`src/rtl/posit_sqrt_encode.sv`:
```
// Posit encode-and-round stage behind the square-root datapath: packs regime/exponent/mantissa
// fields into a posit word with round-to-nearest-even and saturation, over a 2-stage pipeline.
package posit_pkg;
    typedef enum logic [1:0] {POSIT32, POSIT16, POSIT8, POSIT64} posit_format_e;

    function automatic int posit_width(posit_format_e f);
        case (f)
            POSIT16: return 16;
            POSIT8:  return 8;
            POSIT64: return 64;
            default: return 32;
        endcase
    endfunction

    function automatic int exp_bits(posit_format_e f);
        case (f)
            POSIT16: return 1;
            POSIT8:  return 1;
            POSIT64: return 3;
            default: return 2;
        endcase
    endfunction
endpackage

module posit_sqrt_encode #(
    parameter posit_pkg::posit_format_e pFormat = posit_pkg::posit_format_e'(0),
    parameter int TAG_W = 5
) (
    input  logic             clk_i,
    input  logic             rst_ni,
    input  logic             flush_i,
    input  logic             in_valid_i,
    output logic             in_ready_o,
    input  logic             zero_i,
    input  logic             nar_i,
    input  logic [posit_pkg::exp_bits(pFormat)-1:0]      exp_i,
    input  logic [$clog2(posit_pkg::posit_width(pFormat))+4:0] regime_len_i,
    input  logic             regime_neg_i,
    input  logic [2*posit_pkg::posit_width(pFormat)-1:0] mant_i,
    input  logic [TAG_W-1:0] tag_i,
    output logic             out_valid_o,
    input  logic             out_ready_i,
    output logic [posit_pkg::posit_width(pFormat)-1:0]   posit_o,
    output logic [TAG_W-1:0] tag_o
);
    localparam int N  = posit_pkg::posit_width(pFormat);
    localparam int ES = posit_pkg::exp_bits(pFormat);
    localparam int RS = $clog2(N);
    localparam int FW = ES + 2*N - 1;
    localparam int BW = N - 1 + FW;

    localparam logic [N-1:0] MAXPOS = {1'b0, {(N-1){1'b1}}};
    localparam logic [N-1:0] MINPOS = {{(N-1){1'b0}}, 1'b1};
    localparam logic [N-1:0] NAR    = {1'b1, {(N-1){1'b0}}};

    typedef struct packed {
        logic [N-2:0]     trunc;
        logic             guard;
        logic             sticky;
        logic             sat;
        logic             neg;
        logic             zero;
        logic             nar;
        logic [TAG_W-1:0] tag;
    } s1_t;

    s1_t          s1_d, s1_q;
    logic         s1_valid_q, s2_valid_q;
    logic [N-1:0] posit_d, posit_q;
    logic [TAG_W-1:0] tag_q;
    logic         s2_adv;
    logic [BW-1:0] fill, keep, tail, body;
    logic         up;
    logic [N-1:0] res;
    logic         unused_hidden;

    assign unused_hidden = mant_i[2*N-1];

    assign s2_adv      = !s2_valid_q || out_ready_i;
    assign in_ready_o  = !s1_valid_q || s2_adv;
    assign out_valid_o = s2_valid_q;
    assign posit_o     = posit_q;
    assign tag_o       = tag_q;

    // Body is left-aligned: the top regime_len bits are the run, the terminator and the
    // exponent/fraction tail follow immediately after, shifted down by the run length.
    always_comb begin
        fill = {BW{~regime_neg_i}};
        keep = ~({BW{1'b1}} >> regime_len_i);
        tail = {regime_neg_i, exp_i, mant_i[2*N-2:0], {(N-2){1'b0}}};
        body = (fill & keep) | (tail >> regime_len_i);

        s1_d        = '0;
        s1_d.trunc  = body[BW-1 -: N-1];
        s1_d.guard  = body[BW-N];
        s1_d.sticky = |body[BW-N-1:0];
        s1_d.sat    = regime_len_i >= (RS+5)'(N-1);
        s1_d.neg    = regime_neg_i;
        s1_d.zero   = zero_i;
        s1_d.nar    = nar_i;
        s1_d.tag    = tag_i;
    end

    always_comb begin
        up  = s1_q.guard && (s1_q.sticky || s1_q.trunc[0]);
        res = {1'b0, s1_q.trunc} + N'(up);
        posit_d = res;
        if (s1_q.nar)           posit_d = NAR;
        else if (s1_q.zero)     posit_d = '0;
        else if (s1_q.sat)      posit_d = s1_q.neg ? MINPOS : MAXPOS;
        else if (res[N-1])      posit_d = MAXPOS;
        else if (res == '0)     posit_d = MINPOS;
    end

    always_ff @(posedge clk_i) begin
        if (in_valid_i && in_ready_o) s1_q <= s1_d;
    end

    always_ff @(posedge clk_i) begin
        if (!rst_ni) begin
            s1_valid_q <= 1'b0;
            s2_valid_q <= 1'b0;
            posit_q    <= '0;
            tag_q      <= '0;
        end else begin
            if (flush_i) begin
                s1_valid_q <= 1'b0;
                s2_valid_q <= 1'b0;
            end else begin
                if (in_ready_o) s1_valid_q <= in_valid_i;
                if (s2_adv)     s2_valid_q <= s1_valid_q;
            end
            if (s2_adv && s1_valid_q && !flush_i) begin
                posit_q <= posit_d;
                tag_q   <= s1_q.tag;
            end
        end
    end
endmodule
```
`config.mk`:
```
export PLATFORM = sky130hd
export DESIGN_NAME = posit_sqrt_encode
export DESIGN_NICKNAME = d
export VERILOG_FILES = /design/src/rtl/posit_sqrt_encode.sv
export SDC_FILE = /design/constraint.sdc
export NUM_CORES = 1
export LEC_CHECK = 0
export BUFFER_PORTS_ARGS = -buffer_cell sky130_fd_sc_hd__buf_4
export CAP_MARGIN = 25
export CORE_MARGIN = 5
export CORE_UTILIZATION = 50
export CTS_BUF_LIST = sky130_fd_sc_hd__clkbuf_4 sky130_fd_sc_hd__clkbuf_8
export CTS_CLUSTER_SIZE = 20
export DETAILED_ROUTE_END_ITERATION = 10
export PLACE_DENSITY_LB_ADDON = 0.15
export SETUP_SLACK_MARGIN = 0.02
export SYNTH_ARGS = -nofsm -noshare
export SYNTH_HDL_FRONTEND = slang
export SYNTH_SLANG_ARGS = --single-unit
```
`constraint.sdc`:
```
create_clock -name clk_i -period 3 [get_ports clk_i]
set_input_delay 0.9 -clock clk_i [delete_from_list [all_inputs] [get_ports clk_i]]
set_output_delay 0.9 -clock clk_i [all_outputs]
set_load 0.01 [all_outputs]
```
==> results.json <==
{
  "rows": 48,
  "post-route-period-util_pct": 102,
  "holdWs_ns": 0.465,
  "power.internal_mw": 2.56,
  "final_common_cell": "buf_4",
  "grt_usage_pct": 30.1,
  "routed_via_density": 6.29,
  "worstSetupPathType": "input port to register",
  "tightestPinTransition_ns": 0.889,
  "setup_tns_ns": -0.0468,
  "clock_sinks": 81,
  "grt_pass1_wl_um": 48900,
  "clk_pin_slew_ns": 0.08,
  "vias": 9619,
  "yosysTopAreaCellShare_pct": 14.6,
  "powerDensity_mw_per_mm2": 299,
  "power_switching_mw": 1.15,
  "num_antenna_cells": 0,
  "dieArea_mm2": 0.0200,
  "relSlewSlack_pct": 40.7,
  "final_nets": 1390,
  "die_x_um": 142,
  "grt_pass1_vias": 9493,
  "crit_fanout": 8,
  "ys_ff_latch": 81,
  "syn_nets": 1056,
  "synthFlopType": "edfxtp_1",
  "core_mm2": 0.0171,
  "synth_seq_area_share_pct": 23.6,
  "ios": 128,
  "clkPwrFrac_pct": 25.8,
  "cts-buffers-inserted": 9,
  "rsz0062_at_grt": "yes",
  "yosys_warnings": 0,
  "arrival_ns": 3.13,
  "final_cell_mix": "buf_4, nand2_1, nor2_1, o21ai_0, mux4_2",
  "synth-edff-count": 42,
  "holdBufCountCts": 0,
  "synth_async_sr_flop_share_pct": 0,
  "swShare_pct": 31.0,
  "io_buffers": 126,
  "seqPwrFrac_pct": 33.5,
  "initial_utilization_pct": 50.5,
  "comb_power_share_pct": 40.6,
  "htree_levels": 3,
  "grt_max_degree": 43,
  "max-cap-violations": 0,
  "gp_congestion": 0.998,
  "syn2layout_area_growth_pct": 43.2,
  "grt_overflow_total": 0,
  "clk_latency_ns": 0.35,
  "netlist_area_mm2": 0.00865,
  "wl_per_cell_um": 20.9,
  "cts_buffer_depth": 2,
  "drc": 0,
  "grt_antenna_before_repair": 0,
  "cts_root_buf": "clkbuf_8",
  "synth_largest_area_cell": "edfxtp_1",
  "slew_violations": 0,
  "fin_util_pct": 72.3,
  "peakVddDrop_uv": 303,
  "fmax_mhz": 328,
  "die_y_um": 142,
  "finClkSkew_ns": 0.0147,
  "p_leak_nw": 5.02,
  "cp-end-kind": "register",
  "hpwl_um": 24800,
  "violations": "setup timing",
  "drt_iter0_markers": 766,
  "synth_cell_types": 79,
  "synthTopCellsByArea": "edfxtp_1, mux4_2, dfxtp_1",
  "drt_first_pass_iters": 5,
  "setup_viol": 1,
  "worst_slack_ns": -0.0468,
  "required_ns": 3.08,
  "min_period_ns": 3.05,
  "hold_viol": 0,
  "syn-instance-count": 965,
  "wl_um": 32000,
  "drive_above_1_share_pct": 44.7,
  "preCtsSetupSlack_ns": -0.638,
  "avgSynthCellArea_um2": 8.96,
  "cp-start-kind": "input port",
  "cts_tree": "done",
  "ant_nets": 0,
  "hp-class": "register to register",
  "status": "finished, violations left",
  "fin_total_pwr_mw": 3.70
}
## layer usage
metal,vias up,GRT usage [%],wire length [um]
li1,4454,-,-
met1,4583,36.7,12300
met2,483,53.4,16100
met3,99,3.10,2180
met4,0,14.1,1450
met5,-,0,0
## registers in the layout, indices dropped and copies added, names as in the netlist
register     count
out_valid_o      1
posit_o         32
s1_q            42
s1_valid_q       1
tag_o            5
## stage by stage
| step | instance area [um2] | std cells |
|---|---|---|
| final | 12400 | 1529 |
| after floorplan | 8720 | 965 |
| after CTS | 12100 | 1521 |
| after global placement | 11700 | 1502 |
| after detailed placement | 11700 | 1502 |
| after global routing | 12400 | 1529 |
## power groups by stage
stage          Combinational, mW  Clock [mW]  Sequential [mW]
5_1_grt                     1.59        1.01             1.25
4_1_cts                     1.42       0.967             1.24
3_3_place_gp                1.36           0             1.26
3_5_place_dp                1.38           0             1.27
2_1_floorplan              0.731           0             1.26
6_report                    1.50       0.956             1.24
## critical path, cell delays in order
cell,delay [ns]
clkbuf_16,0.14
mux4_2,0.53
mux2_4,0.31
a221oi_4,0.29
nand4_1,0.18
nor3_2,0.25
nand3_2,0.13
o31ai_2,0.26
nand4_1,0.13
## path summary, 6_finish.rpt
check                           cells after the start            start  slack [ns]          end
worst min register to register                      2      posit_o[26]        0.46  posit_o[26]
worst max-delay path                                9  regime_len_i[2]       -0.05      s1_q[9]
worst min-delay path                                2      posit_o[26]        0.46  posit_o[26]
worst max register to register                     11         s1_q[11]        0.17   posit_o[0]
## layout make-up
cell class,count,area [um2]
clock buffer,9,124
clock inverter,7,125
fill,1342,4730
inverter,14,52.6
multi-input combinational,784,6380
sequential,81,2040
tap,225,282
timing repair buffer,409,3380
## what timing repair did
| item | CTS | global route |
|---|---|---|
| setup buffers | 2 | 5 |
| pin swaps | 5 | 19 |
| endpoints found under the setup margin | 2 | 11 |
| gates cloned | 1 | 3 |
| gates resized for setup | 23 | 40 |
## cell usage after synthesis (all sizes together), types with 5 or more instances
cell type,n
a31oi,13
nor4,11
a21oi,39
and4,7
nand4,15
a22oi,13
a211oi,16
dfxtp,39
nor2,56
nand2b,10
buf,50
or2,6
o22a,6
o32ai,5
a32oi,6
o221ai,7
clkbuf,36
o22ai,34
xnor2,20
xor2,12
edfxtp,42
mux2,52
inv,13
o21a,6
o21ai,60
nor3,28
nor4b,5
mux4,55
nand2,95
o31ai,6
nor2b,19
o211ai,9
a211o,5
nand3,20
a21boi,29
and3,10
mux2i,48
and2,9
## logic make-up (layout without fill, tap and decap cells)
group / count (synthesis) / in the layout / share of synthesized area (%)
AOI/OAI and AO/OA: 289 / 289 / 22.8
xor gates and xnor gates: 32 / 32 / 3.24
adders and majority gates: 2 / 2 / 0.289
buffers and inverters: 100 / 439 / 5.53
DFF: 81 / 81 / 23.6
muxes: 155 / 155 / 26.7
and+or+nand+nor: 306 / 306 / 17.8
(Power assumes the default switching activity.)
